## src/rtl/matrix_mem_arbiter_if.sv

```systemverilog
// Requester and memory-side signal bundle for matrix_mem_arbiter.
// The master modport is the arbiter side, and the slave modport is the requester/memory side.
interface matrix_mem_arbiter_if #(
    parameter int unsigned NREQ   = 4,
    parameter int unsigned DATA_W = 256,
    parameter int unsigned ADDR_W = 8
);
    logic [NREQ-1:0]        req;
    logic [NREQ-1:0]        req_rw;
    logic [NREQ*ADDR_W-1:0] req_addr;
    logic [NREQ*DATA_W-1:0] req_wdata;
    logic [NREQ-1:0]        grant;
    logic [NREQ-1:0]        done;
    logic                   err;
    logic [DATA_W-1:0]      rdata;
    logic                   mem_en;
    logic                   mem_rw;
    logic [ADDR_W-1:0]      mem_addr;
    logic [DATA_W-1:0]      mem_wdata;
    logic [DATA_W-1:0]      mem_rdata;
    logic                   mem_flag;
    logic                   busy;

    modport master (
        input  req, req_rw, req_addr, req_wdata, mem_rdata, mem_flag,
        output grant, done, err, rdata, mem_en, mem_rw, mem_addr, mem_wdata, busy
    );

    modport slave (
        output req, req_rw, req_addr, req_wdata, mem_rdata, mem_flag,
        input  grant, done, err, rdata, mem_en, mem_rw, mem_addr, mem_wdata, busy
    );
endinterface

```

## src/rtl/matrix_mem_arbiter.sv

```systemverilog
// Single-port Mem arbiter for matrix units: one latched read/write transaction per grant.
// Round-robin by default; define MATRIX_ARB_FIXED_PRIO_EN for fixed priority (index 0 highest).
module matrix_mem_arbiter #(
    parameter int unsigned NREQ     = 4,
    parameter int unsigned DATA_W   = 256,
    parameter int unsigned ADDR_W   = 8,
    parameter int unsigned MAX_WAIT = 15
) (
    input logic                  clk,
    input logic                  RESET,
    matrix_mem_arbiter_if.master bus
);
    localparam int unsigned IDXW = (NREQ > 1) ? $clog2(NREQ) : 1;

    localparam logic [1:0] S_IDLE   = 2'd0;
    localparam logic [1:0] S_ACCESS = 2'd1;
    localparam logic [1:0] S_DONE   = 2'd2;

    logic [1:0]        state_q, state_d;
    logic [NREQ-1:0]   grant_q, grant_d;
    logic [NREQ-1:0]   done_q, done_d;
    logic              err_q, err_d;
    logic [DATA_W-1:0] rdata_q, rdata_d;
    logic              mem_en_q, mem_en_d;
    logic              mem_rw_q, mem_rw_d;
    logic [ADDR_W-1:0] mem_addr_q, mem_addr_d;
    logic [DATA_W-1:0] mem_wdata_q, mem_wdata_d;
    logic [7:0]        cnt_q, cnt_d;

    logic              found;
    logic [IDXW-1:0]   win_idx;
    logic [IDXW-1:0]   cand;
`ifndef MATRIX_ARB_FIXED_PRIO_EN
    logic [IDXW-1:0]   rr_q, rr_d;
    logic [IDXW-1:0]   win_q, win_d;
    int unsigned       cand_sum;
`endif

    // Winner search: first asserted request starting at rr (or at 0 in fixed priority).
    always_comb begin
        found   = 1'b0;
        win_idx = '0;
        cand    = '0;
`ifndef MATRIX_ARB_FIXED_PRIO_EN
        cand_sum = 0;
`endif
        for (int unsigned i = 0; i < NREQ; i++) begin
`ifdef MATRIX_ARB_FIXED_PRIO_EN
            cand = IDXW'(i);
`else
            cand_sum = 32'(rr_q) + i;
            cand     = IDXW'((cand_sum >= NREQ) ? (cand_sum - NREQ) : cand_sum);
`endif
            if (!found && bus.req[cand]) begin
                found   = 1'b1;
                win_idx = cand;
            end
        end
    end

    always_comb begin
        state_d     = state_q;
        grant_d     = grant_q;
        done_d      = done_q;
        err_d       = err_q;
        rdata_d     = rdata_q;
        mem_en_d    = mem_en_q;
        mem_rw_d    = mem_rw_q;
        mem_addr_d  = mem_addr_q;
        mem_wdata_d = mem_wdata_q;
        cnt_d       = cnt_q;
`ifndef MATRIX_ARB_FIXED_PRIO_EN
        rr_d        = rr_q;
        win_d       = win_q;
`endif
        case (state_q)
            S_IDLE: begin
                if (found) begin
                    grant_d     = {{(NREQ-1){1'b0}}, 1'b1} << win_idx;
                    mem_rw_d    = bus.req_rw[win_idx];
                    mem_addr_d  = bus.req_addr[win_idx*ADDR_W +: ADDR_W];
                    mem_wdata_d = bus.req_wdata[win_idx*DATA_W +: DATA_W];
                    mem_en_d    = 1'b1;
                    cnt_d       = '0;
`ifndef MATRIX_ARB_FIXED_PRIO_EN
                    win_d       = win_idx;
`endif
                    state_d     = S_ACCESS;
                end
            end
            S_ACCESS: begin
                cnt_d = cnt_q + 8'd1;
                // The flag takes precedence over a timeout that is reached in the same cycle.
                if (bus.mem_flag) begin
                    mem_en_d = 1'b0;
                    if (!mem_rw_q) rdata_d = bus.mem_rdata;
                    done_d   = grant_q;
                    state_d  = S_DONE;
                end else if (cnt_d == 8'(MAX_WAIT)) begin
                    mem_en_d = 1'b0;
                    err_d    = 1'b1;
                    done_d   = grant_q;
                    state_d  = S_DONE;
                end
            end
            S_DONE: begin
                grant_d = '0;
                done_d  = '0;
                err_d   = 1'b0;
`ifndef MATRIX_ARB_FIXED_PRIO_EN
                rr_d    = (win_q == IDXW'(NREQ - 1)) ? '0 : win_q + 1'b1;
`endif
                state_d = S_IDLE;
            end
            default: state_d = S_IDLE;
        endcase
    end

    always_ff @(posedge clk or posedge RESET) begin
        if (RESET) begin
            state_q     <= S_IDLE;
            grant_q     <= '0;
            done_q      <= '0;
            err_q       <= 1'b0;
            rdata_q     <= '0;
            mem_en_q    <= 1'b0;
            mem_rw_q    <= 1'b0;
            mem_addr_q  <= '0;
            mem_wdata_q <= '0;
            cnt_q       <= '0;
`ifndef MATRIX_ARB_FIXED_PRIO_EN
            rr_q        <= '0;
            win_q       <= '0;
`endif
        end else begin
            state_q     <= state_d;
            grant_q     <= grant_d;
            done_q      <= done_d;
            err_q       <= err_d;
            rdata_q     <= rdata_d;
            mem_en_q    <= mem_en_d;
            mem_rw_q    <= mem_rw_d;
            mem_addr_q  <= mem_addr_d;
            mem_wdata_q <= mem_wdata_d;
            cnt_q       <= cnt_d;
`ifndef MATRIX_ARB_FIXED_PRIO_EN
            rr_q        <= rr_d;
            win_q       <= win_d;
`endif
        end
    end

    assign bus.grant     = grant_q;
    assign bus.done      = done_q;
    assign bus.err       = err_q;
    assign bus.rdata     = rdata_q;
    assign bus.mem_en    = mem_en_q;
    assign bus.mem_rw    = mem_rw_q;
    assign bus.mem_addr  = mem_addr_q;
    assign bus.mem_wdata = mem_wdata_q;
    assign bus.busy      = (state_q != S_IDLE);
endmodule

```

## src/flat_wrapper.sv

```systemverilog
// flat-port wrapper written by rule: the top's interface ports become plain ports
module matrix_mem_arbiter_flat 
#(
    parameter int unsigned NREQ     = 4,
    parameter int unsigned DATA_W   = 256,
    parameter int unsigned ADDR_W   = 8,
    parameter int unsigned MAX_WAIT = 15
)
  (clk, RESET, bus_req, bus_req_rw, bus_req_addr, bus_req_wdata, bus_mem_rdata, bus_mem_flag, bus_grant, bus_done, bus_err, bus_rdata, bus_mem_en, bus_mem_rw, bus_mem_addr, bus_mem_wdata, bus_busy);
  matrix_mem_arbiter_if #(.NREQ(NREQ), .DATA_W(DATA_W), .ADDR_W(ADDR_W)) bus_i ();
  input logic clk;
  input logic RESET;
  input wire logic [$bits(bus_i.req)-1:0] bus_req;
  input wire logic [$bits(bus_i.req_rw)-1:0] bus_req_rw;
  input wire logic [$bits(bus_i.req_addr)-1:0] bus_req_addr;
  input wire logic [$bits(bus_i.req_wdata)-1:0] bus_req_wdata;
  input wire logic [$bits(bus_i.mem_rdata)-1:0] bus_mem_rdata;
  input wire logic [$bits(bus_i.mem_flag)-1:0] bus_mem_flag;
  output wire logic [$bits(bus_i.grant)-1:0] bus_grant;
  output wire logic [$bits(bus_i.done)-1:0] bus_done;
  output wire logic [$bits(bus_i.err)-1:0] bus_err;
  output wire logic [$bits(bus_i.rdata)-1:0] bus_rdata;
  output wire logic [$bits(bus_i.mem_en)-1:0] bus_mem_en;
  output wire logic [$bits(bus_i.mem_rw)-1:0] bus_mem_rw;
  output wire logic [$bits(bus_i.mem_addr)-1:0] bus_mem_addr;
  output wire logic [$bits(bus_i.mem_wdata)-1:0] bus_mem_wdata;
  output wire logic [$bits(bus_i.busy)-1:0] bus_busy;
  assign bus_i.req = bus_req;
  assign bus_i.req_rw = bus_req_rw;
  assign bus_i.req_addr = bus_req_addr;
  assign bus_i.req_wdata = bus_req_wdata;
  assign bus_i.mem_rdata = bus_mem_rdata;
  assign bus_i.mem_flag = bus_mem_flag;
  assign bus_grant = bus_i.grant;
  assign bus_done = bus_i.done;
  assign bus_err = bus_i.err;
  assign bus_rdata = bus_i.rdata;
  assign bus_mem_en = bus_i.mem_en;
  assign bus_mem_rw = bus_i.mem_rw;
  assign bus_mem_addr = bus_i.mem_addr;
  assign bus_mem_wdata = bus_i.mem_wdata;
  assign bus_busy = bus_i.busy;
  matrix_mem_arbiter #(.NREQ(NREQ), .DATA_W(DATA_W), .ADDR_W(ADDR_W), .MAX_WAIT(MAX_WAIT)) u_core (.clk(clk), .RESET(RESET), .bus(bus_i));
endmodule
```

## config.mk

```make
export PLATFORM = sky130hd
export DESIGN_NAME = matrix_mem_arbiter_flat
export DESIGN_NICKNAME = d
export VERILOG_FILES = /design/src/rtl/matrix_mem_arbiter_if.sv /design/src/rtl/matrix_mem_arbiter.sv /design/src/flat_wrapper.sv
export SDC_FILE = /design/constraint.sdc
export NUM_CORES = 1
export LEC_CHECK = 0
export BUFFER_PORTS_ARGS = -buffer_cell sky130_fd_sc_hd__buf_4
export CAP_MARGIN = 25
export CELL_PAD_IN_SITES_DETAIL_PLACEMENT = 0
export CELL_PAD_IN_SITES_GLOBAL_PLACEMENT = 1
export CORE_AREA = 2 2 728 730
export DETAILED_ROUTE_END_ITERATION = 12
export DIE_AREA = 0 0 730 732
export PLACE_DENSITY_LB_ADDON = 0.1
export SYNTH_ARGS = -nofsm -noshare
export SYNTH_HDL_FRONTEND = slang
export SYNTH_SLANG_ARGS = --single-unit
```

## constraint.sdc

```tcl
create_clock -name clk -period 20.3 [get_ports clk]
set_input_delay 6.09 -clock clk [delete_from_list [all_inputs] [get_ports clk]]
set_output_delay 6.09 -clock clk [all_outputs]
set_load 0.02 [all_outputs]
```

# After elaboration in Yosys (flattened, before gate mapping)

Index checks and enable logic that the tools add are counted.

Memories kept: 0
Bits in registers: 545
Word-level logic and storage cells: 102
Output and inout port bits: 532
RAM bits: 0
Bits in latches: 0
Memory bits (read-only): 0

Reductions and logical operators: 19
Divide/modulo/power cells: 0
Multipliers: 0
$add $sub $neg: 9
Equality and inequality tests: 8
$lt $le $gt $ge: 9
Bitwise gates (word level): 1
Mux-type cells: 41
Shifts and indexed selects: 3

Operators with widths:

| kind                                                                     | number |
|---|---|
| 1024-bit by 11-bit indexed part select with 256-bit output               | 1 |
| 32-bit by 6-bit indexed part select with 8-bit output                    | 1 |
| 2-bit 2-to-1 mux                                                         | 12 |
| 4-bit one-hot mux with 2 select lines                                    | 2 |
| 8-bit one-hot mux with 2 select lines                                    | 1 |
| 2-bit by 3-bit < comparator with 1-bit output (second input constant)    | 5 |
| 1-bit 2-to-1 mux                                                         | 14 |
| 4-bit 2-to-1 mux                                                         | 3 |
| 1-bit binary-select mux with 2-bit select                                | 5 |
| 2-bit AND reduction                                                      | 5 |
| 3-bit greater-or-equal comparator (second input constant)                | 3 |
| 3-bit AND reduction                                                      | 3 |
| 8-bit by 1-bit adder with 8-bit output (second input constant)           | 1 |
| 8-bit by 4-bit equality test with 1-bit output (second input constant)   | 1 |
| 8-bit 2-to-1 mux                                                         | 1 |
| 2-bit nonzero test                                                       | 4 |
| 2-bit by 1-bit subtractor with 2-bit output (second input constant)      | 4 |
| 2-bit by 2-bit adder with 3-bit output (second input constant)           | 2 |
| 2-bit equality test (second input constant)                              | 2 |
| 2-bit by 1-bit inequality test with 1-bit output (second input constant) | 2 |
| 1-bit one-hot mux with 2 select lines                                    | 2 |
| 2-bit one-hot mux with 2 select lines                                    | 1 |
| 1-bit by 2-bit left shift with 4-bit output (first input constant)       | 1 |
| 2-bit by 1-bit adder with 3-bit output (second input constant)           | 1 |
| 9 further kinds                                                          | 13 |

# Depth between registers and ports, before layout

Depth in word-level cells: 17
Mapped depth: 9
Gate-level depth less buffers: 6

# Least setup slack after synthesis

No wires, ideal clock.

Path kind: input port to flip-flop
From: input bus_req[2]
To: register u_core.mem_wdata_q[0] (netlist: u_core.bus.mem_wdata[0])
Path buffers: 4
Data required time: 20.166 ns
Stages on the path: 8
Path slack: 12.767 ns
Library setup time: 0.134 ns
Arrival: 7.399 ns
Cells stage by stage: buf_2 -> a21oi_1 -> o221a_1 -> buf_2 -> buf_6 -> clkbuf_1 -> a222oi_1 -> a21oi_1

Word-level cells in the longest chain between the ends: 13
Elaborated cells on any way between the ends: 24
Classes of those cells: shift: 1; mux: 16; reduce/logical: 7

Ends and longest elaborated chain:

| what                                                                                              | RTL line                  | source |
|---|---|---|
| from (decl)                                                                                       | flat_wrapper.sv:13        | `input wire logic [$bits(bus_i.req)-1:0] bus_req;` |
| 1-bit binary-select mux with 2-bit select                                                         | matrix_mem_arbiter.sv:54  | `if (!found && bus.req[cand]) begin` |
| 1-bit 2-to-1 mux (not written as such)                                                            | matrix_mem_arbiter.sv:54  |  |
| 1-bit 2-to-1 mux                                                                                  | matrix_mem_arbiter.sv:54  |  |
| 1-bit zero test                                                                                   | matrix_mem_arbiter.sv:54  |  |
| 1-bit logical AND                                                                                 | matrix_mem_arbiter.sv:54  |  |
| 1-bit 2-to-1 mux                                                                                  | matrix_mem_arbiter.sv:54  |  |
| 1-bit zero test                                                                                   | matrix_mem_arbiter.sv:54  |  |
| 1-bit logical AND                                                                                 | matrix_mem_arbiter.sv:54  |  |
| 1-bit 2-to-1 mux                                                                                  | matrix_mem_arbiter.sv:54  |  |
| 1-bit zero test                                                                                   | matrix_mem_arbiter.sv:54  |  |
| 1-bit logical AND                                                                                 | matrix_mem_arbiter.sv:54  |  |
| 2-bit 2-to-1 mux or 1-bit 2-to-1 mux (tied branches)                                              | matrix_mem_arbiter.sv:54  |  |
| 1024-bit by 11-bit indexed part select with 256-bit output or 2-bit AND reduction (tied branches) | n/a                       |  |
| to (signal assigned)                                                                              | matrix_mem_arbiter.sv:144 | `mem_wdata_q <= mem_wdata_d;` |
| to (decl)                                                                                         | matrix_mem_arbiter.sv:27  | `logic [DATA_W-1:0] mem_wdata_q, mem_wdata_d;` |

Several ways; a longest one is shown, not always the timed one. The select of a mux whose other input is x is not followed.
A chain may end at the register's enable or synchronous reset.

# Worst setup path after layout

From: input bus_req[2]
To: register u_core.mem_wdata_q[87] (netlist: u_core.bus.mem_wdata[87])

The elaborated chain is that of the path after synthesis.

==> results.txt <==
----------------------------------------------------
[Outcome]
  Run status ... complete, no violations

[Finish]
  Share of layout cells above drive strength 1 ... 57.0%
  Layout filler cell count ... 61088
  Layout Nets ... 5334
  Growth of design area from synthesis to finish ... 104%
  Final non-filler cell total ... 11112

[Yosys]
  Syn_area_per_cell ... 11.2 um2
  Warnings, synthesis ... 0
  Count of state elements after synthesis ... 545
  Synthesized net count ... 3532
  Syn Std Cell Area ... 0.0246 mm2
  Number of distinct library cells after synthesis ... 42
  Gate Count Post-Synth ... 2202
  Part of the Yosys area used for sequential elements ... 55.5%

[Global routing]
  GRT overflow ... 0
  Wire length of the first global-routing pass ... 448 mm
  Pin count of the biggest net entering global routing ... 132
  Overall Global Routing Usage ... 13.4%
  Vias in the first global route ... 31090
  Antenna violations before repair ... 312

[Worst setup path]
  Largest delay share family, worst path ... buffers and inverters
  Start-to-end type of the worst setup path ... input port to register
  Combined buffer and inverter count along the critical path ... 4
  Highest fanout seen on the critical path ... 47
  Required time of the worst setup path ... 21.03 ns
  Slowest CP cell ... buf_4
  FF-to-FF path depth ... 9
  Worst path most repeated cell ... buf_4
  Worst Setup Start Kind ... input port
  Worst endpoint data arrival time ... 9.70 ns
  Flop2flop setup slack ... 16.26 ns
  Delay contributed by the slowest stage of the critical path ... 0.73 ns
  Series of cell instances along the critical path ... buf_4 -> a21oi_1 -> o221a_4 -> buf_4 -> buf_4 -> buf_4 -> a222oi_1 -> a21oi_1
  Worst reg2reg endpoint ... u_core.bus.mem_wdata[102]
  Reg2reg start ... u_core.state_q[0]
  CP endpoint kind ... register

[Timing]
  Headroom to the max-slew limit ... 28.3%
  Number of slew-limit violations in the final report ... 0
  Skew final ... 0.0845 ns
  Number of hold violations in the final report ... 0
  Setup violators final ... 0
  Slew at the pin with the worst max-slew slack ... 1.08 ns
  Max Fclk ... 0.112 GHz
  Unrepaired setup endpoints after global routing ... no
  Total negative slack for setup checks ... 0 ns
  WHS ... 0.499 ns
  Min setup slack post-route ... 11.33 ns
  Min Clock Period, post-route ... 8.97 ns
  Final period utilization ... 44.2%

[Power and ir drop]
  Psw ... 3960 uW
  Leakage ... 0.0205 uW
  Power density of the placed cells ... 163 mW/mm2
  Logic pwr share ... 53.0%
  Total power ... 8170 uW
  Part of the power in registers ... 25.6%
  Maximum vdd ir drop ... 0.0863 mV
  Sw Ratio ... 48.4%
  Internal power summed over all cells ... 4220 uW
  Share of power burned in the clock network ... 21.4%

[Floorplanning]
  Starting Density ... 4.67%
  Total core area ... 0.527 mm2
  Die Span X ... 730 um
  Die Footprint ... 0.534 mm2
  Standard-cell rows ... 267
  Num ports ... 1855
  Vert. Die Dim ... 732 um

[Clock network]
  Insertion delay of the later-clocked pin in the worst-skew pair ... 0.87 ns
  Clk buf depth ... 4
  Count of hold-fix buffers inserted at cts ... 0
  Number of buffers added for setup after CTS ... 0
  Number of buffers inserted during clock tree synthesis ... 98
  CTS tree ... yes
  Root Buffer Master ... clkbuf_16
  Number of gates given a new drive strength after cts ... 0
  H-Tree Level Count ... 3
  Number of clock sinks ... 545
  CTS clk-pin slew, worst paths ... 0.06 ns

[Worst hold path]
  Hold Crit Depth ... 1
  Class of the tightest hold or removal check ... register to register
  Startpoint of the lowest-slack hold path ... u_core.bus.done[2]
  Endpoint of the worst hold-timing path ... u_core.bus.done[2]

[Placement]
  Detailed placer's ending HPWL ... 321 mm
  RD Place Congestion ... 0.811
  Placed cells ... 10898
  Buffers added on ports ... 1854
  Post-place setup slack ... 10.50 ns

[Detailed routing]
  Remaining design rule violation count ... 0
  DR vias ... 29748
  Routed via count divided by cell count ... 2.68
  Average wire length per cell after detail routing ... 33.7 um
  Post-route ant nets ... 0
  Detailed router's first-iteration violation count ... 2818
  Detailed Route WL ... 374 mm
  Number of iterations in the first detailed-routing pass ... 10

[Run]
  Number of max-cap violations ... 0

----------------------------------------------------
==> routing by layer <==
metal  part of all wire, %  global-route usage [%]  vias to the layer above
met5                  0.30                       0                        -
met4                   2.7                    2.85                      170
met3                    11                    6.22                      608
met2                    51                    24.6                     1963
met1                    35                    13.8                    14858
li1                      -                       -                    12149
==> cell usage after synthesis, drive strengths merged <==
| master | count | area, um2 |
|---|---|---|
| dfrtp | 545 | 13600 |
| a21oi | 535 | 2680 |
| nor2 | 274 | 1030 |
| a222oi | 265 | 2650 |
| mux2 | 263 | 2960 |
| clkbuf | 129 | 485 |
| buf | 85 | 445 |
| o21ai | 20 | 104 |
| nand2 | 19 | 71.3 |
| inv | 10 | 37.5 |
| ha | 7 | 87.6 |
| nor2b | 7 | 43.8 |
| a22o | 6 | 52.6 |
| a21o | 4 | 30.0 |
| mux2i | 4 | 40.0 |
| nor3 | 4 | 20.0 |
| nand2b | 3 | 18.8 |
| nand3 | 3 | 15.0 |
| a22oi | 2 | 15.0 |
| nor4 | 2 | 33.8 |
| o221a | 2 | 22.5 |
| a211o | 1 | 8.76 |
| a21boi | 1 | 7.51 |
| a31oi | 1 | 6.26 |
| and2 | 1 | 6.26 |
| and3 | 1 | 6.26 |
| nand3b | 1 | 7.51 |
| o22ai | 1 | 6.26 |
| o31ai | 1 | 7.51 |
| or2 | 1 | 6.26 |
| or4 | 1 | 7.51 |
| or4b | 1 | 10.0 |
| xnor2 | 1 | 8.76 |
| xor2 | 1 | 8.76 |
==> state kept, by name, summed over array words and instances (netlist names), 2 cells and up <==
register	cells
u_core.bus.done	4
u_core.bus.grant	4
u_core.bus.mem_addr	8
u_core.bus.mem_wdata	256
u_core.bus.rdata	256
u_core.cnt_q	8
u_core.rr_q	2
u_core.state_q	2
u_core.win_q	2
==> power by group through the flow <==
stage	registers, uW	logic, uW	clock network (uW)
final	2090	4330	1750
after global routing	2170	4670	1880
after CTS	2120	4520	1880
after detailed placement	2120	4520	0
after global placement	2120	4530	0
after floorplan	2600	1360	0
==> how the worst max path moves through the flow <==
stage                          start                        end  slack [ns]  cells after the start
after global routing      bus_req[2]   u_core.bus.mem_wdata[95]       11.22                      8
after detailed placement  bus_req[2]   u_core.bus.mem_wdata[86]       10.50                      8
after floorplan                RESET         u_core.bus.done[0]        6.80                      1
final                     bus_req[2]   u_core.bus.mem_wdata[87]       11.33                      8
after global placement    bus_req[2]   u_core.bus.mem_wdata[84]       10.49                      8
after CTS                 bus_req[2]  u_core.bus.mem_wdata[135]       11.42                      8
==> per-stage QoR <==
| stage | util, % | cell area [um2] |
|---|---|---|
| after global routing | 9.50 | 50100 |
| after CTS | 9.50 | 50000 |
| after global placement | 8.90 | 46900 |
| after floorplan | - | 24600 |
| after detailed placement | 8.91 | 47000 |
| final | 9.52 | 50200 |
==> layout make-up <==
cell class              count  area [um2]  area share [%]
clock buffers             152        2880            5.73
diodes                     47         118           0.234
well taps                6994        8750            17.4
multi-input cells        1433       10000            20.0
inverters                  10        41.3          0.0823
repair buffers           1916       14500            28.9
clock inverters            15         213           0.424
flip-flops and latches    545       13600            27.2
==> placed cells by master (no fill, tap or decap), types with 3 or more instances in the layout <==
cell       Yosys  layout
buf_12         0       6
o21ai_0       15      15
mux2_1         5       5
nand2_1       19      19
nor2b_1        7       7
buf_4          0    1908
bufinv_16      0       4
clkbuf_16      0      98
o21ai_1        4       3
inv_1          9       8
clkbuf_8       0      22
a21o_1         4       4
a22o_1         6       6
nor3_1         4       4
mux2_2       258     258
ha_1           7       7
a21oi_1      535     535
clkinv_2       0       6
dfrtp_1      545     545
diode_2        0      47
a222oi_1     265     265
nand3_1        3       3
mux2i_1        4       4
nor2_1       274     273
clkbuf_1     128      32
==> worst register-to-register path, cell delays in order (launching register included) <==
cell and delay (ns):
dfrtp_1 0.39, inv_1 0.11, ha_1 0.53, inv_1 0.24, nor2_4 0.17, buf_4 0.66, buf_4 0.73, buf_4 0.81
nor2_1 0.18, a21oi_1 0.16
==> logic make-up (layout without fill, tap and decap cells) <==
kind of cell	count (synthesis)	after routing	synth area share [%]
AND/OR/NAND/NOR	318	318	5.19
other	0	47	0
buffers and inverters	224	2093	3.94
adder cells (fa/ha/maj)	7	7	0.356
AO/OA/AOI/OAI	839	839	22.7
multiplexers	267	267	12.2
flip-flops	545	545	55.5
XOR/XNOR	2	2	0.0713
(Power assumes the default switching activity.)
